[config.mk]
export PLATFORM = sky130hd
export DESIGN_NAME = mc_main_control
export DESIGN_NICKNAME = d
export VERILOG_FILES = /design/src/rtl/mc_main_control.sv
export SDC_FILE = /design/constraint.sdc
export NUM_CORES = 1
export LEC_CHECK = 0
export BUFFER_PORTS_ARGS = -buffer_cell sky130_fd_sc_hd__buf_2
export CAP_MARGIN = 10
export CORE_MARGIN = 1.5
export CORE_UTILIZATION = 47
export CTS_BUF_LIST = sky130_fd_sc_hd__clkbuf_8
export DETAILED_ROUTE_END_ITERATION = 10
export PLACE_DENSITY_LB_ADDON = 0.12
export SYNTH_ARGS = -nofsm -noshare
export SYNTH_HDL_FRONTEND = slang
export SYNTH_SLANG_ARGS = --single-unit
[constraint.sdc]
create_clock -name clk -period 2 [get_ports clk]
set_clock_uncertainty 0.15 [all_clocks]
set_input_delay 0 -clock clk [delete_from_list [all_inputs] [get_ports clk]]
set_output_delay 0 -clock clk [all_outputs]
set_load 0.02 [all_outputs]
[src/rtl/mc_main_control.sv]
// Multicycle MIPS main control FSM: sequences fetch/decode/execute/memory/writeback
// and drives every datapath enable, mux select and the ALUOp code for ALU control.
module mc_main_control #(
    parameter int unsigned ALUOP_W  = 4,
    parameter logic [5:0]  FUNCT_JR = 6'd8,
    parameter bit          WAIT_MEM = 1'b1
) (
    input  logic               clk,
    input  logic               rst_n,
    input  logic [5:0]         Op,
    input  logic [5:0]         Funct,
    input  logic               MemReady,
    output logic               PCWrite,
    output logic               PCWriteCond,
    output logic               IorD,
    output logic               MemRead,
    output logic               MemWrite,
    output logic               IRWrite,
    output logic               MemtoReg,
    output logic               RegDst,
    output logic               RegWrite,
    output logic               ZeroExt,
    output logic               ALUSrcA,
    output logic [1:0]         ALUSrcB,
    output logic [1:0]         PCSource,
    output logic [ALUOP_W-1:0] ALUOp,
    output logic               IllegalOp
);

    typedef enum logic [3:0] {
        S_IDLE     = 4'd0,
        S_FETCH    = 4'd1,
        S_DECODE   = 4'd2,
        S_MEMADR   = 4'd3,
        S_MEMRD    = 4'd4,
        S_MEMWB    = 4'd5,
        S_MEMWR    = 4'd6,
        S_RTYPE_EX = 4'd7,
        S_ALUWB    = 4'd8,
        S_IMM_EX   = 4'd9,
        S_IMMWB    = 4'd10,
        S_BRANCH   = 4'd11,
        S_JUMP     = 4'd12,
        S_JR       = 4'd13,
        S_ILLEGAL  = 4'd14
    } state_t;

    localparam logic [5:0] OP_RTYPE = 6'h00;
    localparam logic [5:0] OP_J     = 6'h02;
    localparam logic [5:0] OP_BEQ   = 6'h04;
    localparam logic [5:0] OP_ADDI  = 6'h08;
    localparam logic [5:0] OP_SLTI  = 6'h0A;
    localparam logic [5:0] OP_ANDI  = 6'h0C;
    localparam logic [5:0] OP_ORI   = 6'h0D;
    localparam logic [5:0] OP_LUI   = 6'h0F;
    localparam logic [5:0] OP_LW    = 6'h23;
    localparam logic [5:0] OP_SW    = 6'h2B;

    localparam logic [ALUOP_W-1:0] ALU_ADD   = ALUOP_W'(0);
    localparam logic [ALUOP_W-1:0] ALU_SUB   = ALUOP_W'(1);
    localparam logic [ALUOP_W-1:0] ALU_FUNCT = ALUOP_W'(2);
    localparam logic [ALUOP_W-1:0] ALU_ADDI  = ALUOP_W'(3);
    localparam logic [ALUOP_W-1:0] ALU_SLTI  = ALUOP_W'(4);
    localparam logic [ALUOP_W-1:0] ALU_ANDI  = ALUOP_W'(5);
    localparam logic [ALUOP_W-1:0] ALU_ORI   = ALUOP_W'(6);
    localparam logic [ALUOP_W-1:0] ALU_LUI   = ALUOP_W'(7);

    state_t state;
    state_t next_state;
    logic   mem_ready;

    assign mem_ready = WAIT_MEM ? MemReady : 1'b1;

    always_ff @(posedge clk or negedge rst_n) begin
        if (!rst_n) begin
            state <= S_IDLE;
        end else begin
            state <= next_state;
        end
    end

    always_comb begin
        next_state  = state;
        PCWrite     = 1'b0;
        PCWriteCond = 1'b0;
        IorD        = 1'b0;
        MemRead     = 1'b0;
        MemWrite    = 1'b0;
        IRWrite     = 1'b0;
        MemtoReg    = 1'b0;
        RegDst      = 1'b0;
        RegWrite    = 1'b0;
        ZeroExt     = 1'b0;
        ALUSrcA     = 1'b0;
        ALUSrcB     = 2'b00;
        PCSource    = 2'b00;
        ALUOp       = ALU_ADD;
        IllegalOp   = 1'b0;

        case (state)
            S_IDLE: begin
                next_state = S_FETCH;
            end

            // PC and IR only load on the cycle the memory actually returns data
            S_FETCH: begin
                MemRead = 1'b1;
                ALUSrcB = 2'b01;
                IRWrite = mem_ready;
                PCWrite = mem_ready;
                if (mem_ready) begin
                    next_state = S_DECODE;
                end
            end

            S_DECODE: begin
                ALUSrcB = 2'b11;
                case (Op)
                    OP_LW, OP_SW:  next_state = S_MEMADR;
                    OP_RTYPE:      next_state = (Funct == FUNCT_JR) ? S_JR : S_RTYPE_EX;
                    OP_BEQ:        next_state = S_BRANCH;
                    OP_J:          next_state = S_JUMP;
                    OP_ADDI, OP_SLTI, OP_ANDI, OP_ORI, OP_LUI:
                                   next_state = S_IMM_EX;
                    default:       next_state = S_ILLEGAL;
                endcase
            end

            S_MEMADR: begin
                ALUSrcA    = 1'b1;
                ALUSrcB    = 2'b10;
                next_state = (Op == OP_SW) ? S_MEMWR : S_MEMRD;
            end

            S_MEMRD: begin
                MemRead = 1'b1;
                IorD    = 1'b1;
                if (mem_ready) begin
                    next_state = S_MEMWB;
                end
            end

            S_MEMWB: begin
                RegWrite   = 1'b1;
                MemtoReg   = 1'b1;
                next_state = S_FETCH;
            end

            S_MEMWR: begin
                MemWrite = 1'b1;
                IorD     = 1'b1;
                if (mem_ready) begin
                    next_state = S_FETCH;
                end
            end

            S_RTYPE_EX: begin
                ALUSrcA    = 1'b1;
                ALUOp      = ALU_FUNCT;
                next_state = S_ALUWB;
            end

            S_ALUWB: begin
                RegWrite   = 1'b1;
                RegDst     = 1'b1;
                next_state = S_FETCH;
            end

            S_IMM_EX: begin
                ALUSrcA = 1'b1;
                ALUSrcB = 2'b10;
                case (Op)
                    OP_SLTI: ALUOp = ALU_SLTI;
                    OP_ANDI: begin
                        ALUOp   = ALU_ANDI;
                        ZeroExt = 1'b1;
                    end
                    OP_ORI: begin
                        ALUOp   = ALU_ORI;
                        ZeroExt = 1'b1;
                    end
                    OP_LUI:  ALUOp = ALU_LUI;
                    default: ALUOp = ALU_ADDI;
                endcase
                next_state = S_IMMWB;
            end

            S_IMMWB: begin
                RegWrite   = 1'b1;
                next_state = S_FETCH;
            end

            S_BRANCH: begin
                ALUSrcA     = 1'b1;
                ALUOp       = ALU_SUB;
                PCWriteCond = 1'b1;
                PCSource    = 2'b01;
                next_state  = S_FETCH;
            end

            S_JUMP: begin
                PCWrite    = 1'b1;
                PCSource   = 2'b10;
                next_state = S_FETCH;
            end

            S_JR: begin
                PCWrite    = 1'b1;
                PCSource   = 2'b11;
                next_state = S_FETCH;
            end

            S_ILLEGAL: begin
                IllegalOp  = 1'b1;
                next_state = S_FETCH;
            end

            default: begin
                next_state = S_IDLE;
            end
        endcase
    end

endmodule

==> metrics.md, run 1 <==
| Metric | Value |
|---|---|
| Clock tree from TritonCTS | built |
| Worst IR Drop VDD | 0.887 mV |
| Power per cell area | 1200 nW/µm² |
| # port buffers | 33 |
| Kind of critical path | reg2out |
| Share of flip-flops with an asynchronous set or reset | 1.00 |
| Share of cells above drive strength 1 | 0.343 |
| Die X | 42.3 µm |
| Core ar. | 1370 µm² |
| WL final | 1.77 mm |
| Number of synthesis warnings | 0 |
| Fraction of the yosys area taken by sequential cells | 0.138 |
| Longest Clk Path Bufs | 2 |
| Total power after layout | 1130 µW |
| Count of pins on the block boundary | 35 |
| Switching Power | 561 µW |
| Top cells by count, synth | sky130_fd_sc_hd__nor2_1, sky130_fd_sc_hd__nand2_1, sky130_fd_sc_hd__nand2b_1, sky130_fd_sc_hd__nor3_1 |
| Hold Crit Class | in2reg |
| Worst R2R Start | state[2]$_DFFE_PN0P_ |
| Residual antenna-violating net count after detailed routing | 0 |
| Worst setup startpoint | state[2]$_DFFE_PN0P_ |
| Overflow left after global routing | 0 |
| Avg Synthesized Cell Area | 7.17 µm² |
| Max reg flops | 4 |
| Switching Fraction | 0.495 |
| Leakage power | 0.000463 µW |
| Leading post-synthesis cells by cell area | sky130_fd_sc_hd__dfrtp_1, sky130_fd_sc_hd__nor2_1, sky130_fd_sc_hd__nand2_1, sky130_fd_sc_hd__buf_6, sky130_fd_sc_hd__nand2b_1 |
| RSZ-0062 raised after global routing | false |
| Register containing the most flip-flops in the final layout | state |
| Number of levels in the clock H-tree | 1 |
| Remaining design rule violation count | 0 |
| Vias in the first global route | 675 |
| Die outline area | 1790 µm² |
| Count of endpoints failing setup in the final report | 0 |
| Final-report max-slew violation count | 0 |
| Initial DRC Count | 16 |
| Achievable clock frequency | 0.529 GHz |
| Share of total power in the clock network | 0.145 |
| Internal Dissipation | 573 µW |
| Registers with the most flip-flops | state x4 |
| Syn_nets | 116 |
| First-pass GRT wire length | 2.93 mm |
| Gate count of the mapped netlist | 101 |
| Chip height | 42.3 µm |
| Final RePlAce weighted congestion | 0.879 |
| Relative area change from synthesis to final layout | 30.4% |
| Detail Placement HPWL | 1.40 mm |
| Shortest period the worst path allows | 1.89 ns |
| Antenna fix cells | 0 |
| Number of buffers created by CTS | 3 |
| Final Non-Filler Cells | 149 |
| Number of enable flip-flop cells after synthesis | 0 |
| Worst path arrival time | 1.74 ns |
| Register bit total from synthesis | 4 |
| Sequential cell fraction of total power | 0.161 |
| Starting density of the core | 0.530 |
| Clock-pin slew on the worst setup and hold paths | 0.03 ns |
| Critical Path Sink Type | primary output |
| Worst EP required | 1.85 ns |
| Status | complete, no violations |
| Most repeated cell in the gate-level netlist after synthesis | sky130_fd_sc_hd__nor2_1 |
| TritonRoute pass-1 iters | 4 |
| Library cell with the largest summed area after synthesis | sky130_fd_sc_hd__dfrtp_1 |
| Nets | 151 |
| Per-cell via count in the routed design | 5.72 |
| Fraction of power consumed by combinational cells | 0.694 |
| CP Max Fanout | 9 |
| Area share of the largest cell type after synthesis | 0.138 |
| Final routed wire length divided by cell count | 11.9 µm |
| Clock sink count | 4 |
| Most frequently used flop master after synthesis | sky130_fd_sc_hd__dfrtp_1 |
| Antenna violations before repair | 0 |
| Distinct cell type count after synthesis | 44 |
| Cell row count | 13 |
| Vias after detailed routing | 853 |
| Summed negative setup slack over all endpoints | 0 ns |
| Final Util | 0.691 |
| Largest net degree at the start of global routing | 14 |
| Nature of the critical path startpoint | flop |
| Root cell of the clock tree | sky130_fd_sc_hd__clkbuf_8 |
| Total standard cell area after synthesis | 724 µm² |
| Launch instance of the worst min-delay path | Op[4] |
| Worst-skew pair later-pin latency | 0.21 ns |
| Max-capacitance violation count | 0 |
| Total track usage | 0.201 |
| Number of hold violations in the final report | 0 |
| Part of the cycle the worst path needs | 0.945 |
| Cell count after placement | 143 |
-- worst paths after layout --
kind	to	slack, ns	cells after the start
worst max-delay path	ZeroExt	0.11	4
worst max register to register	state[0]$_DFFE_PN0P_	0.26	4
max in group asynchronous	state[2]$_DFFE_PN0P_	1.01	3
min in group asynchronous	state[1]$_DFFE_PN0P_	0.52	3
worst min register to register	state[0]$_DFFE_PN0P_	0.55	2
worst min-delay path	state[2]$_DFFE_PN0P_	0.01	3
-- what timing repair did --
action                                  CTS  global route
hold buffers                              3             0
resized for setup                         0             0
hold endpoints to repair                  5             0
endpoints found under the setup margin    0             0
buffers inserted                          0             0
-- cell usage in the layout (no fill, tap or decap), types with 3 or more instances in the layout --
master | netlist | routed
sky130_fd_sc_hd__nor2_1 | 13 | 13
sky130_fd_sc_hd__nand2b_1 | 5 | 5
sky130_fd_sc_hd__nor4b_1 | 3 | 3
sky130_fd_sc_hd__dfrtp_1 | 4 | 4
sky130_fd_sc_hd__nand2_1 | 9 | 9
sky130_fd_sc_hd__nor3_1 | 5 | 5
sky130_fd_sc_hd__nor2b_1 | 4 | 4
sky130_fd_sc_hd__a21oi_1 | 4 | 4
sky130_fd_sc_hd__buf_4 | 1 | 5
sky130_fd_sc_hd__a31oi_1 | 3 | 3
sky130_fd_sc_hd__dlygate4sd3_1 | 0 | 3
sky130_fd_sc_hd__buf_2 | 4 | 33
sky130_fd_sc_hd__clkbuf_8 | 0 | 3
-- power groups by stage --
stage                     clock network [µW]  logic (µW)  registers (µW)
after detailed placement                   0         779             180
after floorplan                            0         627             127
after CTS                                169         785             179
final                                    165         786             183
after global routing                     177         857             190
after global placement                     0         777             176
-- worst max-delay path, stage by stage (launching register included) --
cell,delay [ns]
sky130_fd_sc_hd__dfrtp_1,0.44
sky130_fd_sc_hd__nand2b_1,0.28
sky130_fd_sc_hd__or3_1,0.43
sky130_fd_sc_hd__nor3b_1,0.19
sky130_fd_sc_hd__buf_2,0.19
-- through the flow --
stage,instance area [µm²],worst slack [ns],hold WS [ns]
after detailed placement,873,0.288,-0.341
after global routing,945,0.00384,0.0437
after CTS,945,0.110,0.00424
after floorplan,724,0.263,-0.446
after global placement,873,0.333,-0.341
final,945,0.111,0.0101
-- final cells by class --
| class | instances | area [µm²] |
|---|---|---|
| Timing Repair Buffer | 41 | 233 |
| Sequential cell | 4 | 100 |
| Tap cell | 15 | 18.8 |
| Fill cell | 116 | 422 |
| Multi-Input combinational cell | 85 | 548 |
| Inverter | 1 | 3.75 |
| Clock buffer | 3 | 41.3 |
-- cell families (layout without fill, tap and decap cells) --
family,count (synthesis),after routing,share of synthesized area
simple gates,57,57,0.459
compound gates,23,23,0.242
buf+inv,12,45,0.105
flops,4,4,0.138
xor+xnor,3,3,0.0363
other cells,1,1,0.00518
mux,1,1,0.0138
-- layer usage --
metal / up-vias / GRT usage / wire, µm
met2: 37 / 0.332 / 792
met1: 377 / 0.285 / 858
li1: 439 / - / -
met4: 0 / 0.0375 / 0
met5: - / 0 / 0
met3: 0 / 0.0129 / 118
Power figures use the tool's default switching activity.
==> run 2: changes to the inputs <==
--- a/config.mk
+++ b/config.mk
@@ -8,10 +8,11 @@
 export BUFFER_PORTS_ARGS = -buffer_cell sky130_fd_sc_hd__buf_2
 export CAP_MARGIN = 10
 export CORE_MARGIN = 1.5
-export CORE_UTILIZATION = 47
-export CTS_BUF_LIST = sky130_fd_sc_hd__clkbuf_8
+export CORE_UTILIZATION = 45
+export CTS_BUF_LIST = sky130_fd_sc_hd__clkbuf_16
 export DETAILED_ROUTE_END_ITERATION = 10
 export PLACE_DENSITY_LB_ADDON = 0.12
+export SETUP_SLACK_MARGIN = 0.5
 export SYNTH_ARGS = -nofsm -noshare
 export SYNTH_HDL_FRONTEND = slang
 export SYNTH_SLANG_ARGS = --single-unit
==> run 2 against run 1 <==
  * Non-clock buffer count is 15 higher
  * Register-to-register slack about the same
  * Flip-flop and latch count did not move
  * Fmax rose by 9.3%
  * Utilization up 18 points
  * Via count rose by 21%
  * Clock power grew 90%
  * Critical path depth rose by 1
  * Count of clock-buffer cells in the layout did not move
  * Combinational power grew 79%
  * Critical path type is now reg2reg
  * Critical endpoint is now state[0]$_DFFE_PN0P_
==> metrics.md, run 2 (synthesis gave the netlist of run 1 again) <==
| Metric | Value |
|---|---|
| Clock-pin slew on the worst setup and hold paths | 0.03 ns (about the same) |
| Slowest CP cell | sky130_fd_sc_hd__or4_4 |
| Relative area change from synthesis to final layout | 81.0% |
| Largest net degree at the start of global routing | 12 (-2) |
| Nets | 166 (+9.9%) |
| Power per cell area | 1460 nW/µm² (+22%) |
| Worst IR Drop VDD | 1.11 mV (+25%) |
| Longest Clk Path Bufs | 2 (unchanged) |
| Most used cells in the layout excluding fill and tap cells | sky130_fd_sc_hd__buf_2, sky130_fd_sc_hd__buf_4, sky130_fd_sc_hd__buf_6 |
| Root cell of the clock tree | sky130_fd_sc_hd__clkbuf_16 |
| Die X | 43.1 µm (+2.0%) |
| Detail Placement HPWL | 1.46 mm (+4.7%) |
| Max-capacitance violation count | 0 (unchanged) |
| Count of endpoints failing setup in the final report | 0 (unchanged) |
| Vias after detailed routing | 1034 (+21%) |
| Vias in the first global route | 914 (+35%) |
| Buffers and inverters on the worst path | 1 (unchanged) |
| WL final | 2.99 mm (+69%) |
| First-pass GRT wire length | 4.13 mm (+41%) |
| # port buffers | 33 (unchanged) |
| RSZ-0062 raised after global routing | true |
| Shortest period the worst path allows | 1.73 ns (-0.161 ns) |
| Initial DRC Count | 29 (+13) |
| Final routed wire length divided by cell count | 18.1 µm (+53%) |
| Critical Path Sink Type | flop |
| Achievable clock frequency | 0.578 GHz (+9.3%) |
| Tightest hold margin | 0.0251 ns (+0.0150 ns) |
| CP Max Fanout | 8 (-1) |
| Worst path arrival time | 1.72 ns (-0.02 ns) |
| Antenna violations before repair | 0 (unchanged) |
| Met1 track utilization from global routing | 0.358 (+0.0731) |
| Clock sink count | 4 (unchanged) |
| Maximum cell stage delay along the critical path | 0.54 ns (+0.10 ns) |
| Remaining design rule violation count | 0 (unchanged) |
| Number of hold violations in the final report | 0 (unchanged) |
| Per-cell via count in the routed design | 6.27 (+9.5%) |
| Met2 layer usage reported by global route | 0.496 (+0.163) |
| Summed negative setup slack over all endpoints | 0 ns (unchanged) |
| Leading cell type in the layout, fill and taps excluded | sky130_fd_sc_hd__buf_2 |
| Part of the cycle the worst path needs | 0.864 (-0.0803) |
| Worst EP required | 1.99 ns (+0.14 ns) |
| Final RePlAce weighted congestion | 0.831 (-5.4%) |
| Worst-skew pair later-pin latency | 0.23 ns (+0.02 ns) |
| Residual antenna-violating net count after detailed routing | 0 (unchanged) |
| Max reg flops | 4 (unchanged) |
| Clock tree from TritonCTS | built |
| Antenna fix cells | 0 (unchanged) |
| Cells along the critical path | buf_6, nand2_2, o22ai_1, or4_4, a31oi_4 |
| Kind of critical path | reg2reg |
| Final-report max-slew violation count | 0 (unchanged) |
| Register containing the most flip-flops in the final layout | state |
| Die outline area | 1860 µm² (+4.1%) |
| Top Family by Delay on Critical Path | simple AND/OR/NAND/NOR gates |
| Total track usage | 0.285 (+0.0845) |
| Cell row count | 14 (+1) |
| Total power after layout | 1920 µW (+69%) |
| Number of levels in the clock H-tree | 1 (unchanged) |
| Most crowded layer after global routing | met2 |
| Core ar. | 1510 µm² (+10%) |
| TritonRoute pass-1 iters | 4 (unchanged) |
| Registers with the most flip-flops | state x4 |
| Hold Crit Class | in2reg |
| Number of buffers created by CTS | 3 (unchanged) |
| Leakage power | 0.000600 µW (+30%) |
| Starting density of the core | 0.481 (-0.0493) |
| Share of cells above drive strength 1 | 0.564 (+0.220) |
| Nature of the critical path startpoint | flop |
| Overflow left after global routing | 0 (unchanged) |
| Count of pins on the block boundary | 35 (unchanged) |
| Chip height | 43.1 µm (+2.0%) |
| Routing usage on met3 | 0.0511 (+0.0381) |
| Status | complete, no violations |
## run 2: changes by cell type in the layout (fill, tap and decap cells not counted), moves of 4 or more
cell and delta:
sky130_fd_sc_hd__nand2b_4 +4, sky130_fd_sc_hd__buf_6 +14, sky130_fd_sc_hd__dfrtp_1 -4, sky130_fd_sc_hd__buf_4 +12, sky130_fd_sc_hd__nor2_1 -4, sky130_fd_sc_hd__buf_2 -11
sky130_fd_sc_hd__dfrtp_2 +4
## run 2: metrics by stage
step | instance area [µm²] | setup slack (ns) | utilization | instances
5_1_grt | 1310 | 0.249 | 0.870 | 165
3_5_place_dp | 907 | 0.226 | 0.602 | 144
2_1_floorplan | 764 | 0.464 | - | 101
6_report | 1310 | 0.271 | 0.870 | 165
4_1_cts | 1200 | 0.309 | 0.799 | 162
3_3_place_gp | 907 | 0.270 | 0.602 | 144
## run 2: report_power, final
| part | internal (µW) | switching (µW) |
|---|---|---|
| combinational | 705 | 706 |
| clock | 256 | 58.1 |
| sequential | 122 | 70.4 |
## run 2: what timing repair did
action,4_1_cts,5_1_grt
endpoints found under the setup margin,17,17
gates resized for setup,32,20
hold buffers,3,0
hold endpoints to repair,5,0
pin swaps,6,5
buffers inserted,12,3
## run 2: layer usage
metal,share of wire,vias up
met3,0.062,11
met1,0.39,496
met4,0.032,0
met2,0.52,64
li1,-,463
met5,0,-
## run 2: worst min-delay path: stages
cell and delay (ns):
sky130_fd_sc_hd__buf_2 0.15, sky130_fd_sc_hd__a2111oi_1 0.08, sky130_fd_sc_hd__o2bb2ai_1 0.13
## run 2: final cells by class
type                    count  area (µm²)
multi-input cells          85         682
repair buffers             56         425
fillers                    80         195
flip-flops and latches      4         105
clock buffers               3        75.1
well taps                  16        20.0
inverters                   1        3.75
## run 2: path summary, 6_finish.rpt
| check | depth (start not counted) | endpoint | slack (ns) | from |
|---|---|---|---|---|
| max | 5 | state[0]$_DFFE_PN0P_ | 0.27 | state[1]$_DFFE_PN0P_ |
| min | 3 | state[2]$_DFFE_PN0P_ | 0.03 | Op[4] |
| max reg2reg | 5 | state[0]$_DFFE_PN0P_ | 0.27 | state[1]$_DFFE_PN0P_ |
| min reg2reg | 2 | state[0]$_DFFE_PN0P_ | 0.53 | state[1]$_DFFE_PN0P_ |
| max in group asynchronous | 3 | state[3]$_DFFE_PN0P_ | 1.01 | rst_n |
| min in group asynchronous | 3 | state[0]$_DFFE_PN0P_ | 0.51 | rst_n |
==> run 3: changes to the inputs <==
==> constraint.sdc (replaced) <==
create_clock -name clk -period 2 [get_ports clk]
set_clock_uncertainty 0.15 [all_clocks]
set_input_delay 0 -clock clk [delete_from_list [all_inputs] [get_ports clk]]
set_output_delay 0 -clock clk [all_outputs]
set_load 0.005 [all_outputs]
==> run 3 against run 2 <==
  * Hold slack better by 0.033 ns
  * Critical path type unchanged
  * Highest routed layer unchanged
  * Critical endpoint unchanged
  * Fmax rose by 3.4%
  * Sequential share of layout area rose by 0.32 points
==> metrics.md, run 3 (synthesis gave the netlist of run 1 again) <==
| Metric | Value |
|---|---|
| Status | complete, no violations |
| Sequential cell fraction of total power | 0.112 (+0.012) |
| Initial DRC Count | 50 (+72%) |
| Max-capacitance violation count | 0 (unchanged) |
| Remaining design rule violation count | 0 (unchanged) |
| Part of the cycle the worst path needs | 0.836 (-0.0287) |
| Max reg flops | 4 (unchanged) |
| Summed negative setup slack over all endpoints | 0 ns (unchanged) |
| WL final | 2.86 mm (-4.5%) |
| Finished layout cell area | 1260 µm² (-3.8%) |
| Internal Dissipation | 990 µW (-8.5%) |
| Root cell of the clock tree | sky130_fd_sc_hd__clkbuf_16 |
| Most used cells in the layout excluding fill and tap cells | sky130_fd_sc_hd__buf_2, sky130_fd_sc_hd__buf_4, sky130_fd_sc_hd__nor2_1 |
| Leakage power | 0.000594 µW (-1.1%) |
| Switching Fraction | 0.403 (-0.0328) |
| Die outline area | 1860 µm² (unchanged) |
| Number of levels in the clock H-tree | 1 (unchanged) |
| Final routed wire length divided by cell count | 17.2 µm (-5.1%) |
| Registers with the most flip-flops | state x4 |
| Hold Crit Class | in2reg |
| Per-cell via count in the routed design | 6.13 (-2.1%) |
| Launch instance of the worst min-delay path | Op[4] |
| Kind of critical path | reg2reg |
| CP Max Fanout | 4 (-4) |
| Shortest period the worst path allows | 1.67 ns (-0.0573 ns) |
| Vias after detailed routing | 1018 (-1.5%) |
| Hold path endpoint | state[0]$_DFFE_PN0P_ |
| Worst-skew pair later-pin latency | 0.23 ns (about the same) |
| Residual antenna-violating net count after detailed routing | 0 (unchanged) |
| Achievable clock frequency | 0.598 GHz (+3.4%) |
| Final-report max-slew violation count | 0 (unchanged) |
| Power per cell area | 1310 nW/µm² (-10%) |
| Worst reg2reg path endpoint | state[0]$_DFFE_PN0P_ |
| Antenna fix cells | 0 (unchanged) |
| Final RePlAce weighted congestion | 0.846 (+1.8%) |
| Antenna violations before repair | 0 (unchanged) |
| Die X | 43.1 µm (unchanged) |
| Longest Clk Path Bufs | 2 (unchanged) |
| First-pass GRT wire length | 4.02 mm (-2.7%) |
| Detail Placement HPWL | 1.39 mm (-5.3%) |
| Chip height | 43.1 µm (unchanged) |
| Leading cell type in the layout, fill and taps excluded | sky130_fd_sc_hd__buf_2 |
| RSZ-0062 raised after global routing | true |
| Count of pins on the block boundary | 35 (unchanged) |
| Largest net degree at the start of global routing | 14 (+2) |
| # port buffers | 33 (unchanged) |
| Switching Power | 668 µW (-20%) |
| Core ar. | 1510 µm² (unchanged) |
| Tightest hold margin | 0.0585 ns (+0.0334 ns) |
| Clock-pin slew on the worst setup and hold paths | 0.03 ns (about the same) |
| Starting density of the core | 0.481 (unchanged) |
| Min-Delay Path Depth | 3 (unchanged) |
| Nets | 167 (+0.60%) |
| Worst EP required | 1.99 ns (about the same) |
| Cell row count | 14 (unchanged) |
| Overflow left after global routing | 0 (unchanged) |
| Fraction of power consumed by combinational cells | 0.699 (-0.037) |
| Clock tree from TritonCTS | built |
| Number of hold violations in the final report | 0 (unchanged) |
| Worst R2R Setup Slack | 0.33 ns (+0.06 ns) |
| Number of buffers created by CTS | 3 (unchanged) |
| Share of cells above drive strength 1 | 0.573 (+0.00957) |
| Layout fillers | 83 (+3.8%) |
| Worst IR Drop VDD | 1.05 mV (-5.2%) |
| Vias in the first global route | 872 (-4.6%) |
| Critical Path Sink Type | flop |
| Share of total power in the clock network | 0.189 (+0.025) |
| Clock sink count | 4 (unchanged) |
| Worst R2R Start | state[1]$_DFFE_PN0P_ |
| Total track usage | 0.287 (+0.00149) |
| Placement Cell Area | 863 µm² (-4.8%) |
| Nature of the critical path startpoint | flop |
| Number of cell instances on the worst register-to-register path | 4 (-1) |
| Relative area change from synthesis to final layout | 74.1% |
| Worst path arrival time | 1.66 ns (-0.06 ns) |
| TritonRoute pass-1 iters | 4 (unchanged) |
| Count of endpoints failing setup in the final report | 0 (unchanged) |
| Register containing the most flip-flops in the final layout | state |
[run 3: cell count changes in the layout (fill, tap and decap cells not counted), moves of 2 or more]
cell                       before  now
sky130_fd_sc_hd__a21oi_1        1    4
sky130_fd_sc_hd__buf_6         14    7
sky130_fd_sc_hd__nor2_1         9   11
sky130_fd_sc_hd__buf_2         22   32
sky130_fd_sc_hd__nand2b_2       0    2
sky130_fd_sc_hd__nor3_2         1    3
sky130_fd_sc_hd__a21oi_2        2    0
sky130_fd_sc_hd__nor3_1         4    2
sky130_fd_sc_hd__buf_4         17   14
[run 3: worst max-delay path, cell delays in order, from the launching register on]
cell	delay, ns
sky130_fd_sc_hd__dfrtp_2	0.42
sky130_fd_sc_hd__buf_4	0.15
sky130_fd_sc_hd__and3_4	0.17
sky130_fd_sc_hd__or4_4	0.52
sky130_fd_sc_hd__a31oi_1	0.16
[run 3: worst max-delay path by stage]
stage,start,to,cells past startpoint
after floorplan,state[3]$_DFFE_PN0P_,state[0]$_DFFE_PN0P_,6
after CTS,state[1]$_DFFE_PN0P_,ZeroExt,4
after detailed placement,state[0]$_DFFE_PN0P_,state[0]$_DFFE_PN0P_,4
after global placement,state[0]$_DFFE_PN0P_,state[0]$_DFFE_PN0P_,4
after global routing,state[1]$_DFFE_PN0P_,state[0]$_DFFE_PN0P_,5
final,state[1]$_DFFE_PN0P_,state[0]$_DFFE_PN0P_,4
[run 3: cell type report]
cell class / count / area, µm² / share of cell area
Sequential cell: 4 / 105 / 0.0833
Timing Repair Buffer: 57 / 379 / 0.301
Clock buffer: 3 / 75.1 / 0.0595
Inverter: 1 / 3.75 / 0.00298
Multi-Input combinational cell: 85 / 678 / 0.538
Tap cell: 16 / 20.0 / 0.0159
[run 3: metal layers]
layer | GRT usage | vias up | wire length, µm | part of all wire
met1 | 0.365 | 469 | 1140 | 0.40
met4 | 0.0788 | 0 | 110 | 0.038
met2 | 0.504 | 64 | 1430 | 0.50
met3 | 0.0298 | 14 | 181 | 0.063
li1 | - | 471 | - | -
met5 | 0 | - | 0 | 0
[run 3: metrics by stage]
step           std cells  setup WS, ns  utilization  power (µW)
3_5_place_dp         141         0.269        0.573         809
3_3_place_gp         141         0.284        0.573         803
6_report             166         0.329        0.837        1660
4_1_cts              164         0.389        0.764        1390
5_1_grt              166         0.282        0.837        1740
2_1_floorplan        101         0.466            -         659
[run 3: timing repair]
action / in CTS / in global routing
buffers inserted: 17 / 2
setup endpoints to repair: 16 / 21
hold buffers: 3 / 0
pin swaps: 6 / 5
endpoints found under the hold margin: 5 / 0
gates resized for setup: 15 / 23
[run 3: power groups by stage]
stage               logic (µW)  registers [µW]  clock network (µW)
floorplan                  528             131                   0
global placement           584             219                   0
detailed placement         588             221                   0
CTS                        906             171                 310
global route              1240             187                 319
finish                    1160             186                 313
